### src/rtl/alarm_wake_ctrl.sv
// alarm_wake_ctrl: alarm sequencer turning dismiss presses into CE/count_stop handshakes, with snooze and optional ring timeout
// Ports: clk/reset (sync, active-high); tick_1hz, alarm_en, alarm_match, dismiss_btn, snooze_btn, cnt_thresh in;
// cnt_ce/cnt_stop/cnt_clr counter handshake, buzzer, snooze_active, snooze_left, missed, state (debug) out.
// Define WAKE_TIMEOUT_EN to enable the ring timer; otherwise missed is constant 0.
module alarm_wake_ctrl #(
  parameter int SNOOZE_SEC = 300,
  parameter int MAX_SNOOZE = 3,
  parameter int RING_TIMEOUT = 600
) (
  input  logic       clk,
  input  logic       reset,
  input  logic       tick_1hz,
  input  logic       alarm_en,
  input  logic       alarm_match,
  input  logic       dismiss_btn,
  input  logic       snooze_btn,
  input  logic       cnt_thresh,
  output logic       cnt_ce,
  output logic       cnt_stop,
  output logic       cnt_clr,
  output logic       buzzer,
  output logic       snooze_active,
  output logic [1:0] snooze_left,
  output logic       missed,
  output logic [2:0] state
);
  typedef enum logic [2:0] {IDLE = 3'd0, RING = 3'd1, PRESS = 3'd2, REARM = 3'd3, SNOOZE = 3'd4, DONE = 3'd5} state_t;
  localparam int SW = $clog2(SNOOZE_SEC + 1);
  state_t cur, nxt;
  logic clr_n, snz_dec, entry, timeout, hit;
  logic [SW-1:0] snz_cnt;
  assign state = cur;
  assign entry = cur == IDLE && nxt == RING;
  // thresh is stale while the counter is being cleared, so ignore it then
  assign hit = cnt_thresh && !cnt_clr;
  always_comb begin
    nxt = cur;
    clr_n = 1'b0;
    snz_dec = 1'b0;
    if (cur != IDLE && !alarm_en) begin
      nxt = IDLE;
      clr_n = 1'b1;
    end else case (cur)
      IDLE: if (alarm_en && alarm_match) begin
        nxt = RING;
        clr_n = 1'b1;
      end
      RING: if (hit || timeout) nxt = DONE;
      else if (dismiss_btn) nxt = PRESS;
      else if (snooze_btn && snooze_left != 2'd0) begin
        nxt = SNOOZE;
        clr_n = 1'b1;
        snz_dec = 1'b1;
      end
      PRESS: nxt = REARM;
      REARM: nxt = RING;
      SNOOZE: if (tick_1hz && snz_cnt == SW'(SNOOZE_SEC - 1)) nxt = RING;
      DONE: if (!alarm_match) nxt = IDLE;
      default: nxt = IDLE;
    endcase
  end
  always_ff @(posedge clk) begin
    if (reset) begin
      cur <= IDLE;
      cnt_ce <= 1'b0;
      cnt_stop <= 1'b0;
      cnt_clr <= 1'b1;
      buzzer <= 1'b0;
      snooze_active <= 1'b0;
      snooze_left <= 2'(MAX_SNOOZE);
      snz_cnt <= '0;
    end else begin
      cur <= nxt;
      cnt_ce <= nxt == PRESS;
      cnt_stop <= nxt == REARM;
      cnt_clr <= clr_n;
      buzzer <= nxt inside {RING, PRESS, REARM};
      snooze_active <= nxt == SNOOZE;
      snooze_left <= entry ? 2'(MAX_SNOOZE) : snz_dec ? snooze_left - 2'd1 : snooze_left;
      snz_cnt <= snz_dec ? '0 : cur == SNOOZE && tick_1hz && snz_cnt != SW'(SNOOZE_SEC) ? snz_cnt + SW'(1) : snz_cnt;
    end
  end
`ifdef WAKE_TIMEOUT_EN
  localparam int RW = $clog2(RING_TIMEOUT + 1);
  logic [RW-1:0] ring_cnt;
  // a timeout reached in PRESS/REARM leaves the timer saturated and fires on return to RING
  assign timeout = ring_cnt == RW'(RING_TIMEOUT) || (tick_1hz && ring_cnt == RW'(RING_TIMEOUT - 1));
  always_ff @(posedge clk) begin
    if (reset) begin
      ring_cnt <= '0;
      missed <= 1'b0;
    end else begin
      ring_cnt <= entry || (cur == SNOOZE && nxt == RING) ? '0 :
                  tick_1hz && cur inside {RING, PRESS, REARM} && ring_cnt != RW'(RING_TIMEOUT) ? ring_cnt + RW'(1) : ring_cnt;
      missed <= entry ? 1'b0 : cur == RING && nxt == DONE && !hit ? 1'b1 : missed;
    end
  end
`else
  assign timeout = 1'b0;
  assign missed = RING_TIMEOUT < 0;
`endif
endmodule

### config.mk
export PLATFORM = sky130hd
export DESIGN_NAME = alarm_wake_ctrl
export DESIGN_NICKNAME = d
export VERILOG_FILES = /design/src/rtl/alarm_wake_ctrl.sv
export SDC_FILE = /design/constraint.sdc
export NUM_CORES = 1
export LEC_CHECK = 0
export ABC_AREA = 1
export CORE_ASPECT_RATIO = 1.4
export CORE_MARGIN = 3
export CORE_UTILIZATION = 45
export CTS_CLUSTER_DIAMETER = 100
export DETAILED_ROUTE_END_ITERATION = 16
export PLACE_DENSITY = 0.73
export SYNTH_ARGS = -nofsm -noshare
export SYNTH_HDL_FRONTEND = slang
export SYNTH_SLANG_ARGS = --single-unit
### constraint.sdc
create_clock -name clk -period 1.6 [get_ports clk]
set_input_delay 0.4 -clock clk [delete_from_list [all_inputs] [get_ports clk]]
set_output_delay 0.4 -clock clk [all_outputs]
set_load 0.01 [all_outputs]
==> results.cfg, run 1 <==
[outcome]
status = completed

[yosys]
synth-seq-cells = 19
synth-seq-area-share_pct = 34.74
yosys_warnings = 0
synthDistinctLibCells = 22
avgSynthCellArea_um2 = 6.478
netlist_area_mm2 = 0.001095
synth.net_count = 180
synthCells = 169

[pwr]
vdd_drop_max_uv = 613.8
total_power_w = 0.0009041
p_leak_nw = 0.7054
power_density_mw_per_mm2 = 655.7

[sta]
clock.fmax_mhz = 648.2
final-hold-violation-count = 0
finalSetupViolations = 0
period_share_pct = 96.42
fin_crit_ns = 1.543
fin_skew_ns = 0.001950
worst_slack_ns = 0.05726
drv_slew = 0

[floorplan]
die_width_um = 47.69
core_mm2 = 0.002252
num_rows = 20
start_util_pct = 48.61
die_area_mm2 = 0.003069
boundaryPins = 19
die_height_um = 64.36

[cts]
insertion_delay_ns = 0.29
cts.sinks = 19
cts_buffers = 3
root_buffer = clkbuf_4
clk_pin_slew_ns = 0.10
cts_buffer_depth = 2
cts_tree = done
htree_levels = 1

[place]
dp_slack_ns = -0.1940
postPlaceCellArea_mm2 = 0.001315
portBuffers = 17
dpl.hpwl_um = 1863
place.gp.congestion = 0.8723

[worst_setup_path]
crit_type = reg2out
worst_ep_required_time_ns = 1.20
path_delay_family = buffers and inverters
critical_path_buf_inv_count = 1
critPathMaxFanout = 1
crit_chain = clkdlybuf4s50_1
arrival_ns = 1.14
crit_path_start_kind = flip-flop
critPathCaptureType = output pin
cp_slowest_cell = clkdlybuf4s50_1
max_stage_delay_ns = 0.53

[global_routing]
grt_first_pass_wirelength_um = 3836
track_usage_pct = 16.73
grt_start_max_net_pins = 12
grt.overflow.total = 0
grt_pass1_vias = 1018
antenna_found_initial = 0

[layout]
area_growth_pct = 25.94
fin_util_pct = 61.22
diodes = 0
layout.nets = 207
drive_above_1_share_pct = 17.95
finalInstanceArea_mm2 = 0.001379

[route]
routedWlPerCell_um = 10.20
avgViaCountPerCell = 4.871
first_pass_iters = 4
routed_wl_um = 2213
antenna_left = 0
num_vias = 1057
drc = 0
drt-initial-drc-count = 22

[worst_hold_path]
hold_class = reg2reg

[run]
max_cap_viol_count = 0
-- repair_timing --
| action | in CTS | in global routing |
|---|---|---|
| gates resized for setup | 7 | 11 |
| pin swaps | 0 | 7 |
| hold buffers | 0 | 0 |
| setup endpoints to repair | 5 | 14 |
| buffers inserted | 0 | 2 |
-- layout by cell type, fill, tap and decap left out, drive strengths merged --
master / n
a21oi: 11
buf: 6
clkbuf: 3
clkdlybuf4s50: 7
clkinv: 1
conb: 1
dfxtp: 19
dlygate4sd2: 5
dlymetal6s2s: 5
ha: 3
inv: 28
nand2: 58
nand3: 11
nand3b: 1
nor2: 22
nor3: 4
o211ai: 1
o21ai: 3
o21bai: 1
xor2: 5
-- metrics by stage --
stage          TNS [ns]  hold WS, ns  cells
2_1_floorplan         0       0.4584    169
3_3_place_gp     -1.188       0.4734    211
3_5_place_dp     -2.242       0.4885    211
4_1_cts               0       0.5050    215
5_1_grt        -0.03060       0.5323    217
6_report              0       0.5000    217
-- routing by layer --
layer	part of all wire, %	vias to the layer above	GRT usage [%]
met5	0	-	0
met4	2.1	0	8.418
met3	2.4	6	2.817
met2	54	16	29.47
met1	42	471	17.53
li1	-	564	-
-- Yosys cell counts --
| master | number | area, µm² |
|---|---|---|
| nor3_1 | 3 | 15.01 |
| nor3_2 | 1 | 10.01 |
| o211ai_1 | 1 | 7.510 |
| nand2_1 | 53 | 198.9 |
| inv_2 | 7 | 26.28 |
| xor2_1 | 5 | 43.79 |
| nor2_4 | 2 | 22.52 |
| nand2_2 | 5 | 31.28 |
| o21ai_0 | 2 | 10.01 |
| nand3_1 | 11 | 55.05 |
| buf_4 | 1 | 7.510 |
| a21oi_1 | 10 | 50.05 |
| o21ai_1 | 1 | 5.000 |
| o21bai_1 | 1 | 7.510 |
| nand3b_1 | 1 | 7.510 |
| nor2_1 | 18 | 67.56 |
| dfxtp_1 | 19 | 380.4 |
| a21oi_4 | 1 | 16.27 |
| conb_1 | 1 | 3.750 |
| nor2_2 | 2 | 12.51 |
| inv_1 | 21 | 78.83 |
| ha_1 | 3 | 37.54 |
-- flip-flops by register name, indices dropped and copies added, names as in the netlist --
register	cells
state	3
buzzer	1
snooze_active	1
snooze_left	2
cnt_stop	1
snz_cnt	9
cnt_clr	1
cnt_ce	1
-- where the power goes --
group / leakage (nW) / internal, W / switching, W
Combinational: 0.534 / 0.0000728 / 0.0000956
Sequential: 0.154 / 0.000489 / 0.00000999
Clock: 0.0177 / 0.0000931 / 0.000144
Total: 0.705 / 0.000655 / 0.000249
-- area by class of cell --
cell class | instances | area [µm²]
Timing Repair Buffer | 23 | 221.5
Clock buffer | 3 | 22.52
Fill cell | 218 | 873.3
Clock inverter | 1 | 5.005
Inverter | 28 | 105.1
Multi-Input combinational cell | 121 | 611.8
Tap cell | 22 | 27.53
Sequential cell | 19 | 385.4
-- tightest hold or removal path: stages, from the launching register on --
cell and delay (ns):
dfxtp_1 0.34, nand2_1 0.07, a21oi_1 0.06
-- path summary, 6_finish.rpt --
kind	startpoint	to	cells past startpoint	slack, ns
max	buzzer	buzzer	1	0.06
max reg2reg	snooze_left[1]	snooze_left[0]	8	0.11
min	snz_cnt[7]	snz_cnt[7]	2	0.50
min reg2reg	snz_cnt[7]	snz_cnt[7]	2	0.50
-- logic make-up (layout without fill, tap and decap cells) --
| kind of cell | after synthesis | after routing | synth area share, % |
|---|---|---|---|
| other cells | 1 | 1 | 0.3425 |
| buf+inv | 29 | 55 | 10.29 |
| compound gates | 16 | 16 | 8.801 |
| simple gates | 96 | 96 | 38.40 |
| flops | 19 | 19 | 34.74 |
| fa+ha+maj | 3 | 3 | 3.429 |
| xor+xnor | 5 | 5 | 4.000 |
(Power assumes the default switching activity.)
==> inputs of run 2 (changes only) <==
- ABC_CLOCK_PERIOD_IN_PS: not set -> 1990
- clock period: 1.6 -> 1.99 ns (I/O delays scaled with it)
==> results.cfg, run 2 (synthesis results as in run 1) <==
[floorplan]
die_height_um = 64.36
num_rows = 20
die_area_mm2 = 0.003069
core_mm2 = 0.002252
die_width_um = 47.69
boundaryPins = 19
start_util_pct = 48.61

[worst_setup_path]
crit_path_start_kind = flip-flop
worst_ep_required_time_ns = 1.49
max_stage_delay_ns = 0.59
arrival_ns = 1.35
path_delay_family = buffers and inverters
cp_num_cells = 1
critical_path_buf_inv_count = 1
critPathMaxFanout = 6
critPathCaptureType = output pin
crit_chain = clkdlybuf4s50_1
crit_type = reg2out
r2r_start = snooze_left[0]
reg2reg_depth = 8
reg2reg_slack_ns = 0.46
rr_endpoint = snz_cnt[5]
crit_start = state[1]
cp_slowest_cell = clkdlybuf4s50_1
crit_path_end = state[1]

[route]
avgViaCountPerCell = 4.986
routed_wl_um = 2256
num_vias = 1052
drt-initial-drc-count = 27
first_pass_iters = 4
drc = 0
antenna_left = 0
routedWlPerCell_um = 10.69

[cts]
cts_setup_buffers = 0
root_buffer = clkbuf_4
insertion_delay_ns = 0.30
cts.hold.buffers_added = 0
cts_buffer_depth = 2
cts_tree = done
cts_buffers = 3
htree_levels = 1
clk_pin_slew_ns = 0.11
cts.sinks = 19
cts_resized = 0

[layout]
fin_util_pct = 58.28
finalInstanceArea_mm2 = 0.001313
layout_commonest_cell = nand2_1
largest_reg_flops = 9
drive_above_1_share_pct = 11.64
layout.nets = 201
layout_common_cells = nand2_1, inv_1, dfxtp_1
diodes = 0
stdcell_count = 211
top_register = snz_cnt
area_growth_pct = 19.89

[place]
place.gp.congestion = 0.8900
portBuffers = 17
dp.cells = 207
dpl.hpwl_um = 1791
postPlaceCellArea_mm2 = 0.001285

[sta]
finalSetupViolations = 0
clock.fmax_mhz = 541.4
period_share_pct = 92.81
tns_ns = 0
grt_setup_unrepaired = false
fin_skew_ns = 0.002446
drv_slew = 0
final-hold-violation-count = 0
fin_crit_ns = 1.847

[pwr]
total_power_w = 0.0007319
vdd_drop_max_uv = 372.6
pwr-share-seq_pct = 54.8
power_frac_comb_pct = 18.2
clockPowerShare_pct = 27.0
swShare_pct = 28.28
power_density_mw_per_mm2 = 557.7
p_int_w = 0.0005249
p_leak_nw = 0.6001
p_switching_w = 0.0002070

[worst_hold_path]
hold_class = reg2reg

[global_routing]
track_usage_pct = 16.96
antenna_found_initial = 0
grt_start_max_net_pins = 12
grt_first_pass_wirelength_um = 3933
grt_pass1_vias = 1006
grt.overflow.total = 0

[outcome]
status = completed

[run]
max_cap_viol_count = 0
run 2: changes by cell type in the layout (fill, tap and decap cells not counted), moves of 4 or more:
cell | previous run | this run
dlymetal6s2s_1 | 5 | 0
buf_4 | 6 | 0
dfxtp_1 | 15 | 19
dlygate4sd2_1 | 5 | 0
dfxtp_2 | 4 | 0
clkdlybuf4s50_1 | 7 | 17
run 2: worst reg2reg max path: stages, from the launching register on:
cell and delay, ns:
dfxtp_1 0.37, inv_1 0.06, ha_1 0.21, nor2_1 0.14, nand2_1 0.11, nor3_2 0.18
nand2_2 0.12, nand2_2 0.18, a21oi_1 0.06
run 2: worst min path at each step:
stage / startpoint / end / cells after the start
after floorplan: snz_cnt[7] / snz_cnt[7] / 2
after global placement: snz_cnt[7] / snz_cnt[7] / 2
after detailed placement: snz_cnt[7] / snz_cnt[7] / 2
after CTS: snz_cnt[7] / snz_cnt[7] / 2
after global routing: snz_cnt[7] / snz_cnt[7] / 2
final: snz_cnt[7] / snz_cnt[7] / 2
run 2: layout make-up:
class                   count  area (µm²)
clock buffers               3       22.52
clock inverters             1       5.005
fillers                   221       939.7
inverters                  28       105.1
multi-input cells         121       601.8
flip-flops and latches     19       380.4
well taps                  22       27.53
repair buffers             17       170.2
run 2: stage by stage:
| step | setup WS, ns | hold WS (ns) |
|---|---|---|
| floorplan | 0.6105 | 0.4584 |
| global placement | 0.1202 | 0.4750 |
| detailed placement | 0.09705 | 0.4724 |
| CTS | 0.1236 | 0.4897 |
| global route | 0.06665 | 0.5176 |
| finish | 0.1430 | 0.4837 |
run 2: layer usage:
layer	up-vias	global-route usage, %	wire [µm]	part of all wire (%)
li1	556	-	-	-
met1	464	18.79	943	42
met2	25	28.15	1164	52
met3	7	3.099	74	3.3
met4	0	9.764	74	3.3
met5	-	0	0	0
run 2: power groups by stage:
stage	Combinational (W)	Sequential (W)	Clock, W
finish	0.000133	0.000401	0.000197
global route	0.000149	0.000403	0.000220
CTS	0.000133	0.000401	0.000212
detailed placement	0.000133	0.000410	0
global placement	0.000130	0.000410	0
floorplan	0.0000749	0.000414	0
==> inputs of run 3 (changes only) <==
- GPL_ROUTABILITY_DRIVEN: not set -> 0
==> results of run 3 <==
No change in the layout: final DEF, timing and power equal those of run 2.
==> edit 1, RTL diff (config.mk and constraints of run 1) <==
Put one more register stage on the output `cnt_ce`, without a reset. The value now appears one clock later. The other outputs are not delayed to match.
--- a/src/rtl/alarm_wake_ctrl.sv
+++ b/src/rtl/alarm_wake_ctrl.sv
@@ -26,6 +26,8 @@
 );
   typedef enum logic [2:0] {IDLE = 3'd0, RING = 3'd1, PRESS = 3'd2, REARM = 3'd3, SNOOZE = 3'd4, DONE = 3'd5} state_t;
   localparam int SW = $clog2(SNOOZE_SEC + 1);
+
+  logic cnt_ce_s0;
   state_t cur, nxt;
   logic clr_n, snz_dec, entry, timeout, hit;
   logic [SW-1:0] snz_cnt;
@@ -62,7 +64,7 @@
   always_ff @(posedge clk) begin
     if (reset) begin
       cur <= IDLE;
-      cnt_ce <= 1'b0;
+      cnt_ce_s0 <= 1'b0;
       cnt_stop <= 1'b0;
       cnt_clr <= 1'b1;
       buzzer <= 1'b0;
@@ -71,7 +73,7 @@
       snz_cnt <= '0;
     end else begin
       cur <= nxt;
-      cnt_ce <= nxt == PRESS;
+      cnt_ce_s0 <= nxt == PRESS;
       cnt_stop <= nxt == REARM;
       cnt_clr <= clr_n;
       buzzer <= nxt inside {RING, PRESS, REARM};
@@ -99,5 +101,9 @@
   assign timeout = 1'b0;
   assign missed = RING_TIMEOUT < 0;
 `endif
+  always_ff @(posedge clk) begin
+    cnt_ce <= cnt_ce_s0;
+  end
+
 endmodule
 
Function: changed (Yosys sat finds a counterexample within 4 cycles, from zero or initial values and one cycle with reset high).
==> edit 1 against run 1 <==
Setup slack lost 11 ps; clock skew grew 4.5 ps; routed wire length grew 1.2%; sequential cell count grew 1; power grew 22%; synthesized cell count shrank 3.6%; area after synthesis grew 3.3%; design area grew 3.6%; non-clock buffer count shrank 2; combinational power shrank 4%; largest power group unchanged.
==> edit 1: results (changes against run 1) <==
status: "finished clean"
cp_top_family: "buffers and inverters"
dpl.cell_count: 216  # +2.4%
clk_latency_ps: 300
yosys_warnings: 0  # unchanged
synth_common_cells: "45 x nand2_1, 24 x inv_1, 20 x dfxtp_1, 15 x nor2_1, 10 x nand3_1"
grt_usage_pct: 15.0  # -1.7 points
syn_inst: 163  # -3.6%
path_max_fanout: 1  # unchanged
drt-total-wl_mm: 2.24  # +1.2%
fillers: 213  # -2.3%
hp-class: "flip-flop to flip-flop"
antenna_found_initial: 0  # unchanged
cts_root_buf: "clkbuf_4"
synth_cell_type_count: 26  # +18%
critical-path-slowest-cell: "clkdlybuf4s50_1"
ys_seq_area_share_pct: 35.4  # +0.66 points
drtIter0Drc: 14  # -36%
r2r_slack_ps: 190  # +80 ps
ir_drop_mv: 0.658  # +7.1%
worstHoldStart: "cnt_ce_s0$_SDFF_PP0_"
place_ws_ps: -117  # +76.9 ps
hold_path_end: "cnt_ce$_DFF_P_"
r2r_end: "snooze_left[0]$_SDFFE_PP1P_"
yosys-top-cells-area: "dfxtp_1 35%, nand2_1 15%, inv_1 8.0%, nor2_1 5.0%, nand3_1 4.4%"
maxCapViolCount: 0  # unchanged
skew_ps: 6.49  # +4.54 ps
cts-htree-levels: 1  # unchanged
p_leak_nw: 0.674  # -4.4%
grt_start_max_net_pins: 13  # +1
routed_via_density: 4.72  # -3.1%
n_antenna_cell: 0  # unchanged
fin_crit_ps: 1550  # +11.3 ps
num_vias: 1038  # -1.8%
dp_hpwl_mm: 1.76  # -5.3%
io_buffers: 17  # unchanged
placed_area_sq_mm: 0.00137  # +3.8%
top_register: "snz_cnt"
rr_startpoint: "snooze_left[1]$_SDFFE_PP1P_"
largest_reg_flops: 9  # unchanged
cts_buffers: 3  # unchanged
startpoint: "cnt_ce$_DFF_P_"
grt_pass1_vias: 976  # -4.1%
synth_nets: 174  # -3.3%
clk_pin_slew_ps: 120  # +20 ps
drive_above_1_share_pct: 18.7  # +0.77 points
max-clock-path-buffers: 2  # unchanged
grt_pass1_wl_mm: 3.71  # -3.4%
hold_ws_ps: 346  # -154 ps
crit_path_end: "cnt_ce"
holdPathStages: 0  # -2
slowest_delay_ps: 530  # about the same
rr_worst_depth: 10  # +2
finalNetCount: 199  # -3.9%
gp_congestion: 0.854  # -2.1%
synth-main-ff-cell: "dfxtp_1"
async_flop_share_pct: 0  # unchanged
-- edit 1: cell count changes after synthesis, sizes merged, moves of 2 or more --
cell and change:
o21ai +2, nor2 -3, nand2 -6, inv -2
-- edit 1: cell type report --
| class | count | area [sq um] | area share (%) |
|---|---|---|---|
| well taps | 33 | 41.3 | 2.89 |
| multi-input cells | 115 | 624 | 43.7 |
| inverters | 27 | 106 | 7.44 |
| flip-flops and latches | 20 | 407 | 28.5 |
| clock buffers | 3 | 22.5 | 1.58 |
| clock inverters | 1 | 30.0 | 2.10 |
| repair buffers | 21 | 198 | 13.8 |
-- edit 1: kinds of logic (layout without fill, tap and decap cells) --
logic type,Yosys count,after routing,share of synthesized area [%]
other cells,1,1,0.332
compound gates,19,19,11.7
flops,20,20,35.4
xor+xnor,5,5,3.87
fa+ha+maj,3,3,3.32
buf+inv,28,52,10.1
simple gates,87,87,35.3
-- edit 1: layer usage --
metal | GRT usage, % | wire, um | vias to the layer above
li1 | - | - | 550
met1 | 14.5 | 918 | 466
met2 | 29.8 | 1200 | 17
met3 | 2.95 | 79 | 5
met4 | 7.47 | 44 | 0
met5 | 0 | 0 | -
-- edit 1: where the power goes --
group          internal (W)  switching [W]  leakage [nW]
combinational     0.0000687      0.0000936         0.484
clock              0.000253       0.000159        0.0279
sequential         0.000515      0.0000110         0.163
total              0.000837       0.000263         0.674
-- edit 1: timing repair --
action	in CTS	in global routing
resized for setup	9	5
endpoints found under the hold margin	0	0
pin swaps	0	0
setup endpoints to repair	6	11
setup buffers	0	0
==> edit 2, RTL diff (settings of run 1) <==
Without the edit above. `SNOOZE_SEC`: 300 -> 150.
--- a/src/rtl/alarm_wake_ctrl.sv
+++ b/src/rtl/alarm_wake_ctrl.sv
@@ -3,7 +3,7 @@
 // cnt_ce/cnt_stop/cnt_clr counter handshake, buzzer, snooze_active, snooze_left, missed, state (debug) out.
 // Define WAKE_TIMEOUT_EN to enable the ring timer; otherwise missed is constant 0.
 module alarm_wake_ctrl #(
-  parameter int SNOOZE_SEC = 300,
+  parameter int SNOOZE_SEC = 150,
   parameter int MAX_SNOOZE = 3,
   parameter int RING_TIMEOUT = 600
 ) (
Check against the original RTL: same outputs for any inputs over 10 cycles, from zero or initial values and one cycle with reset high; that may be too few to reach the edited logic, so the function may still have changed.
==> edit 2 against run 1 <==
Maximum frequency is 0.37% lower; final cell count is 3.7% lower; non-clock buffer count is 1 higher; design area is 2.2% lower; global-route usage grew 1.2 points; combinational power up 10%; routed wire length grew 5.1%; utilization is 0.66 points lower; power rose by 3.8%; area after synthesis fell by 2.2%; sequential share of layout area down 0.95 points; setup slack lost 5.7 ps; sequential cell count fell by 1; critical path type unchanged; critical endpoint is now cnt_ce; largest power group unchanged.
==> edit 2: results (changes against run 1) <==
ir_drop_mv: 0.465  # -24%
met3_usage_pct: 2.86  # +0.040 points
grt_pass1_wl_mm: 4.06  # +5.8%
yosys_warnings: 0  # unchanged
synth-main-ff-cell: "dfxtp_1"
grt_pass1_vias: 991  # -2.7%
num_vias: 1017  # -3.8%
drt-total-wl_mm: 2.33  # +5.1%
max-clock-path-buffers: 2  # unchanged
firstDrtPassIters: 6  # +2
synth_cell_type_count: 28  # +27%
critical-path-slowest-cell: "clkdlybuf4s50_1"
hp-class: "flip-flop to flip-flop"
cts-htree-levels: 1  # unchanged
skew_ps: 7.59  # +5.64 ps
ys_seq_area_share_pct: 33.6  # -1.1 points
finish.utilization_pct: 60.6  # -0.66 points
place_ws_ps: -126  # +68.3 ps
cts_root_buf: "clkbuf_4"
gp_congestion: 0.829  # -4.9%
top_register: "snz_cnt"
grt_usage_pct: 18.0  # +1.2 points
status: "finished clean"
fillers: 224  # +2.8%
grt_start_max_net_pins: 11  # -1
finalNetCount: 200  # -3.4%
yosys-top-cells-area: "dfxtp_1 34%, nand2_1 18%, inv_1 8.1%, nor2_1 5.3%, ha_1 4.7%"
post_cts_buffers: 0  # unchanged
synth_nets: 173  # -3.9%
drtIter0Drc: 17  # -23%
cp_data_arrival_time_ps: 1150
path_max_fanout: 1  # unchanged
synth_common_cells: "50 x nand2_1, 23 x inv_1, 18 x dfxtp_1, 15 x nor2_1, 10 x nand3_1"
async_flop_share_pct: 0  # unchanged
use_met2_pct: 32.0  # +2.6 points
placed_area_sq_mm: 0.00131  # -0.48%
antenna_found_initial: 0  # unchanged
n_antenna_cell: 0  # unchanged
clk_pin_slew_ps: 110
slowest_delay_ps: 520
p_leak_nw: 0.656  # -7.0%
grt_use_met1_pct: 20.0  # +2.5 points
largest_reg_flops: 8  # -1
drc_errors: 0  # unchanged
dp_hpwl_mm: 1.85  # -0.78%
cts_buffers: 3  # unchanged
cp_top_family: "buffers and inverters"
io_buffers: 17  # unchanged
drive_above_1_share_pct: 16.0  # -1.9 points
clk_latency_ps: 290  # about the same
## edit 2: through the flow
step / power [W] / std cells / TNS (ps)
global route: 0.000983 / 209 / -17.2
floorplan: 0.000585 / 161 / 0
detailed placement: 0.000668 / 205 / -1510
finish: 0.000939 / 209 / 0
global placement: 0.000664 / 205 / -1130
CTS: 0.000940 / 209 / 0
## edit 2: cell type report
cell class / count / share of cell area (%)
Multi-Input combinational cell: 114 / 44.2
Clock buffer: 4 / 2.69
Tap cell: 22 / 2.04
Inverter: 27 / 7.51
Sequential cell: 18 / 27.0
Timing Repair Buffer: 24 / 16.5
## edit 2: path summary, 6_finish.rpt
check	from	end	slack (ps)	depth (start not counted)
min	snooze_left[0]$_SDFFE_PP1P_	snooze_left[0]$_SDFFE_PP1P_	490	2
min reg2reg	snooze_left[0]$_SDFFE_PP1P_	snooze_left[0]$_SDFFE_PP1P_	490	2
max reg2reg	snooze_left[0]$_SDFFE_PP1P_	buzzer$_SDFF_PP0_	140	11
max	cnt_ce$_SDFF_PP0_	cnt_ce	50	1
## edit 2: kinds of logic after synthesis
family,after synthesis,share of synthesized area [%]
other cells,1,0.350
flops,18,33.6
compound gates,13,6.89
fa+ha+maj,4,4.67
xor+xnor,5,4.09
buf+inv,29,10.6
simple gates,91,39.7
## edit 2: report_power, final
| group | internal, W | leakage (nW) | switching [W] |
|---|---|---|---|
| clock | 0.000139 | 0.0210 | 0.000144 |
| combinational | 0.0000819 | 0.489 | 0.000103 |
| sequential | 0.000464 | 0.145 | 0.00000784 |
| total | 0.000684 | 0.656 | 0.000255 |
## edit 2: timing repair
action                     4_1_cts  5_1_grt
resized for setup                5        4
setup endpoints to repair        4        3
hold buffers                     0        0
## edit 2: metal layers
layer	vias up	wire length [um]	part of all wire, %
li1	543	-	-
met1	452	902	39
met2	18	1310	56
met3	4	88	3.8
met4	0	25	1.1
met5	-	0	0
